## config.mk

```make
export PLATFORM = sky130hd
export DESIGN_NAME = tone_sequencer
export DESIGN_NICKNAME = d
export VERILOG_FILES = /design/src/rtl/tone_seq_pkg.sv /design/src/rtl/tone_song_rom.sv /design/src/rtl/tone_sequencer.sv
export SDC_FILE = /design/constraint.sdc
export NUM_CORES = 1
export LEC_CHECK = 0
export CAP_MARGIN = 5
export CORE_ASPECT_RATIO = 1.1
export CORE_MARGIN = 2
export CORE_UTILIZATION = 44
export CTS_BUF_LIST = sky130_fd_sc_hd__clkbuf_4 sky130_fd_sc_hd__clkbuf_8 sky130_fd_sc_hd__clkbuf_16
export CTS_CLUSTER_DIAMETER = 120
export CTS_CLUSTER_SIZE = 28
export DETAILED_ROUTE_END_ITERATION = 10
export GPL_TIMING_DRIVEN = 0
export HOLD_SLACK_MARGIN = 0.03
export SYNTH_ARGS = -nofsm -noshare
export SYNTH_HDL_FRONTEND = slang
export SYNTH_SLANG_ARGS = --single-unit
```

## constraint.sdc

```tcl
create_clock -name clk -period 5.85 [get_ports clk]
set_input_delay 1.755 -clock clk [delete_from_list [all_inputs] [get_ports clk]]
set_output_delay 1.755 -clock clk [all_outputs]
set_load 0.02 [all_outputs]
```

## src/rtl/tone_seq_pkg.sv

```systemverilog
// tone_seq_pkg: shared FSM states, song entry type, tones note codes and song tables.
package tone_seq_pkg;
  typedef enum logic [1:0] {IDLE, PLAY, GAP} state_t;
  typedef struct packed {
    logic [7:0] note;
    logic [3:0] dur;
  } song_entry_t;
  localparam logic [7:0] REST = 8'h00, NOTE_C4 = 8'h01, NOTE_D4 = 8'h02, NOTE_E4 = 8'h03,
    NOTE_F4 = 8'h04, NOTE_G4 = 8'h05, NOTE_A4 = 8'h06, NOTE_B4 = 8'h07, NOTE_C5 = 8'h08;
  localparam song_entry_t TEST_SONG [4] = '{'{NOTE_C4, 4'd2}, '{NOTE_D4, 4'd1},
    '{REST, 4'd1}, '{NOTE_F4, 4'd3}};
  localparam song_entry_t MELODY [16] = '{'{NOTE_C4, 4'd1}, '{NOTE_C4, 4'd1},
    '{NOTE_G4, 4'd1}, '{NOTE_G4, 4'd1}, '{NOTE_A4, 4'd1}, '{NOTE_A4, 4'd1},
    '{NOTE_G4, 4'd2}, '{NOTE_F4, 4'd1}, '{NOTE_F4, 4'd1}, '{NOTE_E4, 4'd1},
    '{NOTE_E4, 4'd1}, '{NOTE_D4, 4'd1}, '{NOTE_D4, 4'd1}, '{NOTE_C4, 4'd2},
    '{NOTE_C5, 4'd1}, '{REST, 4'd0}};
  // song ids 2 and 3 are the test song with a terminator at entry 1 and entry 0
  function automatic song_entry_t song_entry(input int song_id, input int idx);
    song_entry = '{REST, 4'd0};
    if (song_id == 1 && idx >= 0 && idx < 16) song_entry = MELODY[idx[3:0]];
    else if (song_id != 1 && idx >= 0 && idx < 4) begin
      song_entry = TEST_SONG[idx[1:0]];
      if ((song_id == 2 && idx == 1) || (song_id == 3 && idx == 0)) song_entry.dur = 4'd0;
    end
  endfunction
endpackage

```

## src/rtl/tone_song_rom.sv

```systemverilog
// tone_song_rom: combinational song table lookup.
module tone_song_rom
  import tone_seq_pkg::*;
#(
  parameter int SONG_LEN = 16,
  parameter int SONG_ID = 1
) (
  input  logic [$clog2(SONG_LEN)-1:0] idx,
  output song_entry_t                 entry
);
  assign entry = song_entry(SONG_ID, int'(idx));
endmodule

```

## src/rtl/tone_sequencer.sv

```systemverilog
// tone_sequencer: steps through a song table driving the tones note code.
// TONE_SEQ_GAP_EN inserts GAP_TICKS silent cycles after every note except the last before DONE.
module tone_sequencer
  import tone_seq_pkg::*;
#(
  parameter int TICKS_PER_BEAT = 25_000_000,
  parameter int SONG_LEN = 16,
  parameter int SONG_ID = 1
`ifdef TONE_SEQ_GAP_EN
  , parameter int GAP_TICKS = 2_500_000
`endif
) (
  input  logic                        clk,
  input  logic                        rst_n,
  input  logic                        start,
  input  logic                        stop,
  input  logic                        loop,
  output logic [7:0]                  note,
  output logic [$clog2(SONG_LEN)-1:0] idx,
  output logic                        busy,
  output logic                        done
);
  localparam int IW = $clog2(SONG_LEN);
  localparam int TW = $clog2(TICKS_PER_BEAT);
  state_t state, state_d;
  logic [IW-1:0] idx_d, ld_idx;
  logic [7:0] note_d;
  logic busy_d, done_d, ld, fin, last, song_end, beat_end;
  logic [TW-1:0] tick, tick_d;
  logic [3:0] beats, beats_d;
  song_entry_t first, nxt, ld_e;
`ifdef TONE_SEQ_GAP_EN
  localparam int GW = $clog2(GAP_TICKS + 1);
  logic [GW-1:0] gcnt, gcnt_d;
`endif
  assign last = idx == IW'(SONG_LEN - 1);
  assign song_end = last || nxt.dur == 4'd0;
  assign beat_end = tick == TW'(TICKS_PER_BEAT - 1);
  tone_song_rom #(.SONG_LEN(SONG_LEN), .SONG_ID(SONG_ID)) u_first (
    .idx(IW'(0)), .entry(first));
  tone_song_rom #(.SONG_LEN(SONG_LEN), .SONG_ID(SONG_ID)) u_next (
    .idx(last ? IW'(0) : idx + 1'b1), .entry(nxt));
  always_comb begin
    state_d = state;
    idx_d = idx;
    note_d = note;
    busy_d = busy;
    tick_d = tick;
    beats_d = beats;
    ld = 1'b0;
    fin = 1'b0;
    ld_idx = song_end ? '0 : idx + 1'b1;
    ld_e = song_end ? first : nxt;
`ifdef TONE_SEQ_GAP_EN
    gcnt_d = gcnt;
`endif
    case (state)
      IDLE: begin
        ld_idx = '0;
        ld_e = first;
        ld = start && first.dur != 4'd0;
        fin = start && first.dur == 4'd0;
      end
      PLAY: begin
        tick_d = beat_end ? '0 : tick + 1'b1;
        beats_d = beats - {3'b0, beat_end};
        if (beat_end && beats == 4'd1) begin
          fin = song_end && !loop;
`ifdef TONE_SEQ_GAP_EN
          state_d = GAP;
          note_d = REST;
          gcnt_d = '0;
`else
          ld = !fin;
`endif
        end
      end
`ifdef TONE_SEQ_GAP_EN
      GAP: begin
        gcnt_d = gcnt + 1'b1;
        ld = gcnt == GW'(GAP_TICKS - 1);
      end
`endif
      default: ;
    endcase
    if (ld) begin
      state_d = PLAY;
      idx_d = ld_idx;
      note_d = ld_e.note;
      beats_d = ld_e.dur;
      tick_d = '0;
      busy_d = 1'b1;
    end
    if (fin || stop) begin
      state_d = IDLE;
      idx_d = '0;
      note_d = REST;
      busy_d = 1'b0;
      tick_d = '0;
      beats_d = '0;
    end
    done_d = fin && !stop;
  end
  always_ff @(posedge clk or negedge rst_n) begin
    if (!rst_n) begin
      state <= IDLE;
      idx <= '0;
      note <= REST;
      busy <= 1'b0;
      done <= 1'b0;
      tick <= '0;
      beats <= '0;
`ifdef TONE_SEQ_GAP_EN
      gcnt <= '0;
`endif
    end else begin
      state <= state_d;
      idx <= idx_d;
      note <= note_d;
      busy <= busy_d;
      done <= done_d;
      tick <= tick_d;
      beats <= beats_d;
`ifdef TONE_SEQ_GAP_EN
      gcnt <= gcnt_d;
`endif
    end
  end
endmodule

```

After elaboration in Yosys (flattened, before gate mapping)

Memory sizes are Yosys's and may differ from the RTL's.
Cells that the tools add are included.

$lt $le $gt $ge: 1
$add $sub $neg: 3
Muxes and demuxes: 26
Equal/unequal tests: 4
Reductions and logical operators: 12
Bitwise operators: 1

Operator list:

| kind                                                             | number |
|---|---|
| 25-bit 2-to-1 mux                                                | 4 |
| 12-bit 2-to-1 mux                                                | 4 |
| 4-bit 2-to-1 mux                                                 | 8 |
| 25-bit by 1-bit adder with 25-bit output (second input constant) | 1 |
| 25-bit == test (second input constant)                           | 1 |
| 8-bit 2-to-1 mux                                                 | 2 |
| 5-bit greater-or-equal comparator (second input constant)        | 1 |
| 1-bit 2-to-1 mux                                                 | 5 |
| 4-bit inverter with 5-bit output                                 | 1 |
| 4-bit by 1-bit adder with 4-bit output (second input constant)   | 1 |
| 4-bit by 1-bit == test with 1-bit output (second input constant) | 1 |
| 4-bit == test (second input constant)                            | 1 |
| 4-bit logical NOT                                                | 1 |
| 2-bit 2-to-1 mux                                                 | 2 |
| 4-bit by 1-bit subtractor with 4-bit output                      | 1 |
| 1-bit logical AND                                                | 3 |
| 1-bit logical NOT                                                | 3 |
| 3-bit nonzero test                                               | 1 |
| 2-bit by 1-bit == test with 1-bit output (second input constant) | 1 |
| 2-bit logical NOT                                                | 1 |
| 1-bit logical OR                                                 | 2 |
| 1-bit case mux with 2 select lines                               | 1 |
| 2-bit nonzero test                                               | 1 |

Output and inout bits: 14
Input port bits: 5
Memory bits (read-only): 192
Logic and storage cells: 55
Register bits: 45
Memories kept: 1

Memory list:

| name             | words | width | rd ports | clocked after Yosys merged registers in | write ports | RTL line           | RTL |
|---|---|---|---|---|---|---|---|
| (name not given) | 16    | 12    | 1        | 0                                       | 0           | tone_seq_pkg.sv:20 | `if (song_id == 1 && idx >= 0 && idx < 16) song_entry = MELODY[idx[3:0]];` |

Depth between registers and ports, before layout

Word-level depth: 14
Depth in mapped cells: 9
Gate-level depth less buffers: 9

Modules after synthesis

Synthesis repeated with hierarchy kept, for this count alone.

Cells, all modules: 348
Area, all modules: 3148.0 µm²

Modules (own cells, without submodules):

| module                   | times used | area an instance (µm²) | sequential area each (µm²) | cells an instance |
|---|---|---|---|---|
| tone_sequencer           | 1          | 2622.5                 | 1076.0                     | 284 |
| tone_song_rom at u_first | 1          | 264.0                  | 0.0                        | 32 |
| tone_song_rom at u_next  | 1          | 261.5                  | 0.0                        | 32 |

Worst setup path before layout

OpenSTA, ideal clock, no wires.

Path kind: input to register
From: in stop
To: reg tick[22]
Setup slack: 3.074 ns
Required time: 5.763 ns
Path buffers: 1
Library setup time: 0.087 ns
Cell stages on the path: 5
Arrival: 2.689 ns
Cells stage by stage: nand2b_1 > a21o_1 > buf_2 > or4_1 > o211ai_1

Cells in the longest elaborated chain, start to end: 2
Elaborated cells on any way between the ends: 3
Classes of those cells: 1 x mux; 2 x reduce/logical

RTL lines:

| item                                                                     | RTL line              | RTL |
|---|---|---|
| start, declared                                                          | tone_sequencer.sv:16  | `input logic stop,` |
| 1-bit logical OR *                                                       | tone_sequencer.sv:94  | `if (fin \|\| stop) begin` |
| 3-bit nonzero test (no source line) or 25-bit 2-to-1 mux (tied branches) | --                    |  |
| end signal, assigned                                                     | tone_sequencer.sv:122 | `tick <= tick_d;` |
| end, declared                                                            | tone_sequencer.sv:29  | `logic [TW-1:0] tick, tick_d;` |

Mark *: on every way between the ends. The rest lies on a longest branch, timed or not.
A chain may end at the register's enable or synchronous reset.

Final worst setup path

From: in stop
To: reg tick[8]

The elaborated chain is that of the path after synthesis.

==> metrics <==
status=complete, no violations; CP Class=input pin to flip-flop; placed cell areas=between 2000 and 3000 µm²; Fin Setup TNS=0 ns; post-synthesis compound-gate area fraction=0.2045; I/O pin cnt=19; post-detail-place hpwl=4279 µm; setup violators final=0; fraction of registers with async set/reset=1.000; final hold vios=0; Max Freq=around 280 MHz; CP max FO=10; Initial DRT Pass Iterations=4; cts repair resizes=0; cts bufs inserted=5; CP max stage delay=between 0.7 and 0.8 ns; routability congestion estimate=between 0.8 and 0.9; Final Cycle Share=0.6073; initial drt markers=between 150 and 200; RSZ-0062 raised after global routing=no; Multi-input gate area=1359 µm²; R2R Path End=beats[0]; Syn Area/Cell=about 9 µm²; CTS H-tree lvls=2; antenna violations before repair=0; IO Port Bufs=14; hold crit path type=flip-flop to flip-flop; # Post-CTS Setup Buffers=0; Cell Pwr Density=between 150 and 200 nW/µm²; Post-Synth Adder-Cell Area=0.03551; CP endpoint kind=flip-flop; Post-synth EDFFs=0; WP buf/inv=2; die area=roughly 6200 µm²; Top Family by Delay on Critical Path=buffers and inverters; register area share after synthesis=0.3957; Synth-to-Final Area Change=13.34%; most frequent cells in the layout=dfrtp_1, nand2_1, nor2_1; Synth warnings=0; routed length per instance=about 16 µm; # fillers=~540; first-pass GRT wire length=between 9000 and 10000 µm; Distinct cells, synth=54; largest family of logic cells by synthesized area=simple AND/OR/NAND/NOR gates; r2r worst-path depth=6; Initial Utilization=0.4571; Total GRT Usage=0.2032; worst skew pair latency=~0.29 ns; post-synthesis cell area=2466 µm²; Setup Skew=between 0.006 and 0.007 ns; #FFs+latches synth=39; Post-Synth Simple-Gate Area=0.2760; clock-pin slew of the registers on the worst-case setup and hold paths=0.08 ns; hold endpoint=note[0]; worst slew pin tran=approximately 0.88 ns; most common cell after layout, fill and taps aside=dfrtp_1; Final Routed Wirelength=5938 µm; GRT overflow=0; total power draw=approximately 510 µW; final slew viol count=0; r2r startpoint=tick[9]; design area=~2800 µm²; XOR/XNOR share of the synthesized area=0.02486; VDD IR-drop max=approximately 0.093 mV; Worst Setup SP=stop; Max-slew headroom=0.4130; FP Rows=28; share of cells above drive strength 1=0.1000; Hold Crit Depth=1; Crit path required time=between 6 and 7 ns; Main synth FF type=dfrtp_1; Root Buffer=clkbuf_8; Leak=around 0.0012 µW; maximum clock insertion buffer count=2; die height=about 83 µm; NumNets Final=approximately 310; hold_ws=around 0.50 ns; CTS tree=yes; clock sinks=39; vias in the first global route=2006; Die X=around 75 µm; DRT antenna net count=0; Hold Path Origin=note[0]; Critical Path, Cell by Cell=clkdlybuf4s50_1, nor3_1, clkbuf_1, a21oi_1, o22ai_1; mux contribution to synthesized area=0.004059; Synth Instances=between 200 and 300; Startpoint Class=input pin; Max Cap Violations=0; Worst EP arrival=between 3 and 4 ns; core area=~5400 µm²; register area=975.9 µm²; Slowest-stage cell, CP=nor3_1; Ant. Diodes=0; largest net degree at the start of global routing=40; R2R setup slack=3.30 ns; DRC=0; vias per cell=5.728; Vias=between 2000 and 2500; Tmin final=3.553 ns; hold_buf cts=0
## report_power, final
part	switching, µW	internal, µW	total, µW	leakage (µW)
sequential	3.36	273	276	0.000540
clock	93.7	93.0	187	0.0000491
combinational	29.9	15.5	45.4	0.000572
## how the worst max path moves through the flow
stage	endpoint	slack [ns]	depth (start not counted)
after floorplan	tick[22]	3.07	5
after CTS	tick[21]	2.28	5
final	tick[8]	2.30	5
after detailed placement	tick[21]	1.97	5
after global routing	tick[18]	2.11	5
after global placement	tick[21]	1.97	5
## cells in the mapped netlist, drive strengths merged (2+ instances only)
cell / instances / area [µm²]
nand3b: 3 / 22.52
a31o: 2 / 17.52
a21o: 4 / 30.03
or4: 4 / 33.78
buf: 8 / 56.30
nand4: 9 / 62.56
o21ai: 11 / 55.05
xnor2: 3 / 26.28
a31oi: 11 / 68.82
inv: 16 / 60.06
o31ai: 3 / 22.52
nand3: 17 / 90.09
clkbuf: 7 / 26.28
nor3: 5 / 25.02
or3: 8 / 50.05
and2: 4 / 25.02
a21oi: 15 / 75.07
ha: 7 / 87.58
a211oi: 2 / 15.01
dfrtp: 39 / 975.9
and4: 2 / 17.52
o211ai: 6 / 45.04
nand2b: 7 / 43.79
nor3b: 3 / 22.52
a22o: 7 / 61.31
xor2: 4 / 35.03
nand2: 22 / 82.58
nor2: 20 / 75.07
nor4: 4 / 70.07
and3: 4 / 25.02
## layout make-up
type | instances | share of cell area
buffer | 15 | 0.02954
clock buffer | 7 | 0.02999
clock inverter | 1 | 0.001791
inverter | 16 | 0.02149
multi-input combinational | 208 | 0.4861
sequential | 39 | 0.3491
tap | 75 | 0.03357
timing repair buffer | 14 | 0.04834
## sequential cells by signal (all words and copies together) (netlist names)
register  cells
tick         25
beats         4
idx           4
note          4
busy          1
done          1
## per-stage QoR
stage	utilization	cells	setup slack, ns
final	0.5181	375	2.297
after global routing	0.5181	375	2.111
after CTS	0.5181	375	2.280
after detailed placement	0.5016	367	1.970
after global placement	0.5026	367	1.967
after floorplan	-	278	3.074
## logic make-up (layout without fill, tap and decap cells)
group,Yosys count,in the layout
and+or+nand+nor,116,116
AOI/OAI and AO/OA,73,73
DFF,39,39
buffers and inverters,31,53
adders and majority gates,7,7
xor gates and xnor gates,7,7
other,1,4
muxes,1,1
## routing by layer
| metal | global-route usage | vias up | routed length [µm] | part of all wire |
|---|---|---|---|---|
| li1 | - | 1064 | - | - |
| met1 | 0.2719 | 1033 | 2922 | 0.49 |
| met2 | 0.3339 | 45 | 2785 | 0.47 |
| met3 | 0.03641 | 6 | 163 | 0.027 |
| met4 | 0.05789 | 0 | 66 | 0.011 |
| met5 | 0 | - | 0 | 0 |
Note: power is estimated with default switching activity, not from simulation.
